==> config.mk <==
export PLATFORM = sky130hd
export DESIGN_NAME = sin_voice_scheduler
export DESIGN_NICKNAME = d
export VERILOG_FILES = /design/src/rtl/sin_voice_scheduler.sv
export SDC_FILE = /design/constraint.sdc
export NUM_CORES = 1
export LEC_CHECK = 0
export BUFFER_PORTS_ARGS = -buffer_cell sky130_fd_sc_hd__buf_2
export CORE_UTILIZATION = 33
export DETAILED_ROUTE_END_ITERATION = 8
export GPL_TIMING_DRIVEN = 0
export PLACE_DENSITY = 0.59
export SYNTH_ARGS = -nofsm -noshare
export SYNTH_HDL_FRONTEND = slang
export SYNTH_SLANG_ARGS = --single-unit
==> constraint.sdc <==
create_clock -name clk -period 5.5 [get_ports clk]
set_input_delay 1.375 -clock clk [delete_from_list [all_inputs] [get_ports clk]]
set_output_delay 1.375 -clock clk [all_outputs]
set_load 0.01 [all_outputs]
==> src/rtl/sin_voice_scheduler.sv <==
// -----------------------------------------------------------------------------
// sin_voice_scheduler
//   Shares one sine wavetable BRAM (1-cycle registered read) among VOICES
//   phase-accumulator voices. Each sample_tick starts a frame: one BRAM slot per
//   voice (ISSUE), one cycle to collect the last read (DRAIN), then the summed
//   signed samples appear on mix_out with a one-cycle mix_valid pulse.
//
// Ports
//   clk         system clock, shared with the BRAM
//   rst         synchronous, active-high reset
//   sample_tick 1-cycle pulse, starts one mix frame when idle
//   voice_en    per-voice enable; a disabled voice has its phase held at 0
//   phase_inc   per-voice phase increment, voice i at [i*PHASE_W +: PHASE_W]
//   bram_ce     BRAM read enable (combinational, only in ISSUE)
//   bram_addr   BRAM read address = top SAMPLE_ADDR_BITS of the slot's phase
//   bram_out    BRAM read data, valid the cycle after bram_ce
//   mix_out     signed sum of the enabled voices' samples of the last frame
//   mix_valid   1-cycle pulse when mix_out updates
//   busy        high while a frame is in progress
//   overrun     sticky flag: a sample_tick arrived while busy
// -----------------------------------------------------------------------------
module sin_voice_scheduler #(
  parameter int VOICES           = 4,
  parameter int DATA_W           = 16,
  parameter int SAMPLE_ADDR_BITS = 8,
  parameter int PHASE_W          = 24,
  localparam int IDX_W           = (VOICES > 1) ? $clog2(VOICES) : 1,
  localparam int MIX_W           = DATA_W + IDX_W
) (
  input  logic                        clk,
  input  logic                        rst,
  input  logic                        sample_tick,
  input  logic [VOICES-1:0]           voice_en,
  input  logic [VOICES*PHASE_W-1:0]   phase_inc,
  output logic                        bram_ce,
  output logic [SAMPLE_ADDR_BITS-1:0] bram_addr,
  input  logic [DATA_W-1:0]           bram_out,
  output logic [MIX_W-1:0]            mix_out,
  output logic                        mix_valid,
  output logic                        busy,
  output logic                        overrun
);

  typedef enum logic [1:0] {
    IDLE  = 2'd0,
    ISSUE = 2'd1,
    DRAIN = 2'd2
  } state_t;

  state_t             state;
  logic [IDX_W-1:0]   idx;
  logic [PHASE_W-1:0] phase [VOICES];
  logic [MIX_W-1:0]   acc;
  logic               rd_vld;
  logic [MIX_W-1:0]   addend;

  // NOTE: every signal assigned in always_comb gets a default first, so no
  // path leaves it unassigned and no latch is inferred.
  always_comb begin
    bram_ce   = 1'b0;
    bram_addr = phase[idx][PHASE_W-1 -: SAMPLE_ADDR_BITS];
    if (state == ISSUE) bram_ce = voice_en[idx];
  end

  // Read data from the previous slot, sign-extended; zero when that slot's
  // voice was disabled so stale BRAM data never leaks into the mix.
  assign addend = rd_vld ? {{(MIX_W-DATA_W){bram_out[DATA_W-1]}}, bram_out} : '0;

  // NOTE: all state here is updated with non-blocking assignments so every
  // register samples values from before the clock edge.
  always_ff @(posedge clk) begin
    if (rst) begin
      state     <= IDLE;
      idx       <= '0;
      acc       <= '0;
      rd_vld    <= 1'b0;
      mix_out   <= '0;
      mix_valid <= 1'b0;
      busy      <= 1'b0;
      overrun   <= 1'b0;
      // NOTE: the phase array is a handful of flops, not a RAM, so it is reset
      // explicitly; voices must restart at phase 0 after reset.
      for (int k = 0; k < VOICES; k++) phase[k] <= '0;
    end else begin
      mix_valid <= 1'b0;
      rd_vld    <= bram_ce;

      // A disabled voice is parked at phase 0 every cycle; an enabled voice
      // advances only in its own ISSUE slot.
      for (int k = 0; k < VOICES; k++) begin
        if (!voice_en[k])
          phase[k] <= '0;
        else if (state == ISSUE && idx == IDX_W'(k))
          phase[k] <= phase[k] + phase_inc[k*PHASE_W +: PHASE_W];
      end

      case (state)
        IDLE: begin
          if (sample_tick) begin
            state <= ISSUE;
            idx   <= '0;
            acc   <= '0;
            busy  <= 1'b1;
          end
        end
        ISSUE: begin
          if (sample_tick) overrun <= 1'b1;
          acc <= acc + addend;
          if (idx == IDX_W'(VOICES-1)) begin
            state <= DRAIN;
            idx   <= '0;
          end else begin
            idx <= idx + 1'b1;
          end
        end
        DRAIN: begin
          if (sample_tick) overrun <= 1'b1;
          // Last slot's read lands here; fold it in directly on the way out.
          mix_out   <= acc + addend;
          mix_valid <= 1'b1;
          state     <= IDLE;
          busy      <= 1'b0;
        end
        default: begin
          state <= IDLE;
          busy  <= 1'b0;
        end
      endcase
    end
  end

endmodule

# Word level (Yosys, flattened, before mapping)
# Memories as Yosys holds them, arrays and structs flattened. A register that Yosys moved wholly into a read port is not among the register bits.
# Index checks and enable logic that the tools add are counted.
# Widths: inputs -> output; s select.
[classes] add_sub_neg=6 n_lt_le_gt_ge=1 eq_ne=7 muxes=55 n_bitwise=9 reduce_logical=12
[ops] operator="$mux 24" n=8
[ops] operator="$add 24x24->24" n=4
[ops] operator="$mux 18" n=2
[ops] operator="$pmux 18 s2" n=1
[ops] operator="$mux 1" n=34
[ops] operator="$add 18x18->18" n=1
[ops] operator="$mux 2" n=6
[ops] operator="$or 1x1->1" n=8
[ops] operator="$pmux 2 s2" n=2
[ops] operator="$reduce_and 2->1" n=4
[ops] operator="$eq 2x2->1 const B" n=3
[ops] operator="$eq 2x1->1 const B" n=2
[ops] operator="$logic_and 1x1->1" n=4
[ops] operator="$logic_not 2->1" n=2
[ops] operator="$lt 2x3->1 const B" n=1
[ops] operator="$add 2x1->2 const B" n=1
[ops] operator="$bmux 1 s2" n=1
[ops] operator="$ne 2x1->1 const B" n=1
[ops] operator="$ne 2x2->1 const B" n=1
[ops] operator="$pmux 1 s2" n=1
[ops] operator="$reduce_bool 2->1" n=1
[ops] operator="$reduce_or 2->1" n=1
[ops] operator="$not 1->1" n=1
[word_totals] ff_bits=44 ramBits=96 input_bits=119 output_inout_bits=30 memories=1
[mem_list] name="phase" depth=4 width=24 read_ports=5 rd_clocked_by_memory_dff=1 wr=4 line="52" rtl="logic [PHASE_W-1:0] phase [VOICES];"

# Longest topological paths before layout
# Gate-level depths: netlist of the first run.
[depth] word_depth=7 depth_mapped=11 ltp_nobuf=10

# Worst setup path after synthesis of the first run
# OpenSTA, ideal clock, no wires.
[synth_timing] path_kind="input to register" from="input phase_inc[72]" to="memory phase[3][14], data pin" t_arrival_ps=3395 required_time_ps=5234 slack_ps=1839 stages=9 cell_sequence="ha_1 fa_1 a211oi_2 o21bai_1 a21o_1 a2111o_1 a41oi_1 xor2_1 nor2_1"
[synth_lines] item="start: declaration" line="34" rtl="input logic [VOICES*PHASE_W-1:0] phase_inc,"
[synth_lines] item="end: declaration" line="52"

==> results of run 1 <==
-- kinds of logic after synthesis --
| kind of cell | Yosys count | share of synthesized area [%] |
|---|---|---|
| DFF | 142 | 34.6 |
| AOI/OAI and AO/OA | 363 | 21.9 |
| adders and majority gates | 121 | 14.1 |
| and+or+nand+nor | 400 | 17.4 |
| xor gates and xnor gates | 78 | 6.33 |
| buffers and inverters | 72 | 2.54 |
| muxes | 24 | 3.21 |
-- path summary, 6_finish.rpt --
check	to	slack [ns]	depth (start not counted)
max	phase[1][22]	1.66	10
min	mix_out[14]	0.46	2
max reg2reg	phase[1][22]	2.35	9
min reg2reg	mix_out[14]	0.46	2
-- power by group --
group,internal [mW],switching (mW),leakage [nW],total (mW)
Sequential,1.18,0.0231,1.45,1.21
Combinational,0.262,0.371,4.07,0.633
Clock,0.682,0.529,0.303,1.21
Total,2.13,0.923,5.82,3.05
-- layout by cell type, fill, tap and decap left out, drive strengths merged, types with 5 or more instances in the layout --
master,Yosys,final
clkbuf,37,58
nand2b,11,11
or4,5,5
nand4,23,23
nand3,30,30
o21a,10,10
a211oi,23,23
o211ai,10,10
a31oi,11,11
xor2,41,41
o31a,5,5
buf,4,152
xnor2,36,36
o21ai,64,64
nor2,121,121
a221o,5,5
a21o,69,69
a21oi,101,101
mux4,9,9
ha,116,116
nor2b,8,8
inv,30,40
o31ai,9,9
o21bai,14,14
and2,34,34
fa,5,5
mux2i,15,15
a22oi,9,9
nor3,32,32
and3,26,26
dfxtp,46,46
edfxtp,96,96
a41oi,5,5
nand2,92,92
-- layer usage --
metal / global-route usage [%] / share of wire [%] / vias to the layer above
met5: 0 / 0.11 / -
met4: 4.70 / 1.3 / 4
met3: 3.22 / 5.1 / 25
met2: 28.5 / 45 / 230
met1: 23.9 / 48 / 4525
li1: - / - / 4825
-- stage by stage --
stage | instance area [sq um] | setup slack, ns | total power, mW | util (%) | instances
2_1_floorplan | 11000 | 1.84 | 1.68 | - | 1200
3_3_place_gp | 12300 | 1.30 | 1.85 | 37.6 | 1790
3_5_place_dp | 12300 | 1.28 | 1.86 | 37.6 | 1790
4_1_cts | 12900 | 1.75 | 3.08 | 39.4 | 1822
5_1_grt | 12900 | 1.57 | 3.20 | 39.5 | 1822
6_report | 12900 | 1.66 | 3.05 | 39.5 | 1822
-- sequential cells by signal, indices dropped and copies added, names as in the netlist, named ones only --
register and count:
phase 96, acc 18, mix_out 18, idx 2, state 2, busy 1, mix_valid 1, overrun 1
rd_vld 1
-- area by class of cell --
cell class	instances	area (sq um)	share of cell area (%)
inverters	31	116	0.902
plain buffers	41	163	1.26
clock inverters	11	85.1	0.659
multi-input cells	986	6930	53.7
clock buffers	21	514	3.99
flip-flops and latches	142	3800	29.5
repair buffers	148	741	5.74
well taps	442	553	4.29
-- worst max-delay path: cells and delay by family --
kind	cells	cell delay [ns]
compound gates	4	1.49
buf+inv	1	0.11
simple gates	3	0.43
fa+ha+maj	2	0.62
==> metrics, run 1 <==
status=complete, no violations; HP Start=mix_out[14]; die span in y=185 um; final worst-path cycle share=69.8%; total negative slack=0 ns; CP max stage delay=0.72 ns; Post-synth top flop=edfxtp_1; Syn Inst Count=1200; RSZ-0062 raised after global routing=no; largest net degree at the start of global routing=25; Root Buffer=clkbuf_16; Fin Hold WS=0.458 ns; Yosys cell types=69; die area=34100 sq um; site row count=66; pwr dens=236 nW/um^2; Detailed Place HPWL=22900 um; EDFF count, synth=96; asr flop ratio synth=0%; Congestion Overflow GR=0; cts bufs inserted=17; Hold/Removal Path Class=reg -> reg; critical path peak fanout=3; Mapped Nets=1440; Vias=9609; first-pass GRT wire length=47100 um; num ports=149; initial core utilization=33.6%; maximum clock rate=0.260 GHz; CTS Hold Bufs=0; vias per inst=5.27; Net count, final=1607; post-route antenna net violation count=0; clock slew at reported path FFs=0.07 ns; Core Footprint=32700 sq um; sequential area share after synthesis=34.6%; clk buf depth=2; Max Clock Skew=0.0111 ns; Mean Syn Cell Area=9.17 sq um; Iter 0 DRT Violations=508; area share of the largest cell type after synthesis=26.2%; Die X-Extent=185 um; total track usage=17.6%; max cap viols=0; vias in the first global route=9128; Area growth, synth to finish=17.3%; I/O Buffers=148; top-count cell post-synth=nor2_1; Resize count post-CTS=0; clk sinks=142; RePlAce Congestion=0.929; Final Routed Wirelength=29700 um; #FFs+latches synth=142; H-tree depth=4; CP cell instances=buf_2 -> ha_1 -> fa_1 -> a21oi_1 -> o21ai_1 -> a311oi_1 -> nor2_1 -> a2111oi_0 -> or4_1 -> nand2_1; Peak VDD IR=0.211 mV; top cells by count, synth=nor2_1 (121), ha_1 (116), a21oi_1 (101), edfxtp_1 (96), nand2_1 (92); TritonCTS clock tree=built; crit path DAT=4.03 ns; DR DRC count=0; Final Setup Violations=0; synthesized area=11000 sq um; first drt pass iteration count=5; Worst R2R Start=phase[1][0]; crit path from=phase_inc[24]; clock latency on the worst-skew pair=0.44 ns; initial antenna violation count=2; leading post-synthesis cells by cell area=edfxtp_1 (26%), ha_1 (13%), dfxtp_1 (8.4%), a21o_1 (4.6%), a21oi_1 (4.6%); slew margin rel.=14.7%; diode count=0; Ys Warns=0; Fill cells=3369; area leader, netlist=edfxtp_1; Worst Path Required=5.69 ns; post-layout min period=3.84 ns; Slowest cell on crit path=a2111oi_0; layout cells sized above 1=14.7%; setup bufs post-CTS=0; kind of critical path=in -> reg; fin. max-slew vios=0; Startpoint Class=input port; Leakage=5.82 nW; crit end category=flop; WL/cell=16.3 um; Worst Tran Pin Value=1.28 ns; Hold Vio Cnt, Final=0
No activity file was read; power rests on OpenSTA's default activity.
==> run 2, diff against run 1 <==
PLACE_DENSITY = 0.6   (was 0.59)
clock period = 3.3 ns   (was 5.5 ns; I/O delays follow)
==> metrics, run 2 (synthesis results as in run 1) <==
Resize count post-CTS=0 (unchanged); part of the power in registers=38.9% (-0.6 points); clk buf depth=2 (unchanged); status=complete, no violations; crit path DAT=3.25 ns (-0.78 ns); critical path peak fanout=3 (unchanged); Root Buffer=clkbuf_16; total negative slack=0 ns (unchanged); largest delay contributor family on the critical path=compound AO/OA/AOI/OAI gates; clk sinks=142 (unchanged); Int Pwr=3.68 mW (+73%); clock slew at reported path FFs=0.06 ns (about the same); fin. max-slew vios=0 (unchanged); Net count, final=1607 (unchanged); RSZ-0062 raised after global routing=no; Area growth, synth to finish=17.6%; Max Clock Skew=0.00967 ns (-0.00139 ns); Switching Share=28.8% (-1.4 points); CTS Hold Bufs=0 (unchanged); first-pass GRT wire length=47300 um (+0.48%); Worst Tran Pin Value=1.29 ns (+0.0186 ns); Fill cells=3353 (-0.47%); RePlAce Congestion=0.922 (-0.76%); crit end category=flop; site row count=66 (unchanged); total power draw=5.18 mW (+70%); Final Routed Wirelength=29800 um (+0.16%); Vias=9656 (+0.49%); slew margin rel.=13.4% (-1.2 points); initial antenna violation count=6 (+4); clock latency on the worst-skew pair=0.43 ns (about the same); Detailed Place HPWL=22700 um (-0.88%); max cap viols=0 (unchanged); layout cells sized above 1=14.6% (-0.072 points); Leakage=5.83 nW (+0.21%); NetSw=1.49 mW (+62%); WL/cell=16.3 um (-0.11%); post-layout min period=3.07 ns; pwr dens=400 nW/um^2 (+69%); DR DRC count=0 (unchanged); Worst Path Required=3.48 ns (-2.21 ns); Reg with most FFs=phase; TritonCTS clock tree=built; Die X-Extent=185 um (unchanged); final worst-path cycle share=93.0%; H-tree depth=4 (unchanged); Congestion Overflow GR=0 (unchanged); kind of critical path=in -> reg; combinational share of power=20.4% (-0.4 points); CP cell instances=buf_2 -> ha_1 -> fa_1 -> a21oi_1 -> o21ai_1 -> a311oi_1 -> nor2_1 -> a2111oi_1 -> or4_1 -> nand2_1; num ports=149 (unchanged); commonest non-fill, non-tap cells in the layout=buf_2 (148), nor2_1 (121), ha_1 (116); Startpoint Class=input port; Peak VDD IR=0.349 mV (+65%); max FFs per register=96 (unchanged); maximum clock rate=0.326 GHz; total track usage=17.7% (+0.11 points); Hold/Removal Path Class=reg -> reg; vias per inst=5.29 (+0.21%); Core Footprint=32700 sq um (unchanged); Hold Vio Cnt, Final=0 (unchanged); setup bufs post-CTS=0 (unchanged); die span in y=185 um (unchanged); die area=34100 sq um (unchanged); initial core utilization=33.6% (unchanged); Top Registers=phase (96), acc (18), mix_out (18); Clk pwr share=40.7% (+1.0 points); Final Setup Violations=0 (unchanged); commonest non-fill, non-tap cell in the layout=buf_2; vias in the first global route=9109 (-0.21%); CP max stage delay=0.53 ns (-0.19 ns); cts bufs inserted=17 (unchanged); post-route antenna net violation count=0 (unchanged); first drt pass iteration count=5 (unchanged); Slowest cell on crit path=a2111oi_1; I/O Buffers=148 (unchanged); largest net degree at the start of global routing=25 (unchanged); Iter 0 DRT Violations=643 (+27%); Worst Path Buf+Inv=1 (unchanged)
## run 2: changes by cell type in the layout (fill, tap and decap cells not counted)
cell       before  now
inv_6           7    0
diode_2         0    5
bufinv_16       0    2
clkbuf_8        1    3
a2111oi_0       2    1
a2111oi_1       0    1
clkbuf_1       36   37
clkbuf_16      20   19
clkbuf_4        0    1
clkinv_2        1    2
clkinv_4        0    1
## run 2: final cells by class
cell class	instances	area [sq um]	share of cell area [%]
clock inverter	8	97.6	0.754
tap	442	553	4.27
timing repair buffer	148	741	5.72
sequential	142	3800	29.4
multi-input combinational	986	6930	53.5
buffer	41	163	1.26
clock buffer	24	528	4.08
inverter	31	116	0.899
antenna	5	12.5	0.0967
## run 2: routing by layer
metal  track usage, %  routed length [um]  vias up
li1                 -                   -     4832
met1             23.6               13800     4505
met2             28.8               13700      280
met3             3.77                1870       33
met4             4.73                 361        6
met5                0                  44        -
## run 2: final timing paths
path,startpoint,end,slack (ns),cells after the start
worst min register to register,acc[9],acc[9],0.46,2
worst min-delay path,acc[9],acc[9],0.46,2
worst max register to register,rd_vld,mix_out[17],0.23,10
worst max-delay path,phase_inc[24],phase[1][22],0.23,10
## run 2: power by group through the flow
stage | logic (mW) | clock network [mW] | registers (mW)
2_1_floorplan | 0.761 | 0 | 2.03
3_3_place_gp | 1.03 | 0 | 2.05
3_5_place_dp | 1.04 | 0 | 2.05
4_1_cts | 1.05 | 2.16 | 2.01
5_1_grt | 1.18 | 2.23 | 2.02
6_report | 1.06 | 2.11 | 2.01
## run 2: worst min-delay path: stages (launching register included)
cell     delay, ns
dfxtp_1       0.31
nand2_1       0.05
o21ai_1       0.05
## run 2: metrics by stage
step | hold slack (ns) | cell area, sq um | setup WS, ns | utilization, % | instances
6_report | 0.456 | 12900 | 0.231 | 39.6 | 1827
5_1_grt | 0.486 | 12900 | 0.0229 | 39.5 | 1823
2_1_floorplan | 0.432 | 11000 | 0.189 | - | 1200
3_5_place_dp | 0.451 | 12300 | -0.291 | 37.6 | 1790
3_3_place_gp | 0.443 | 12300 | -0.251 | 37.6 | 1790
4_1_cts | 0.461 | 12900 | 0.156 | 39.5 | 1822
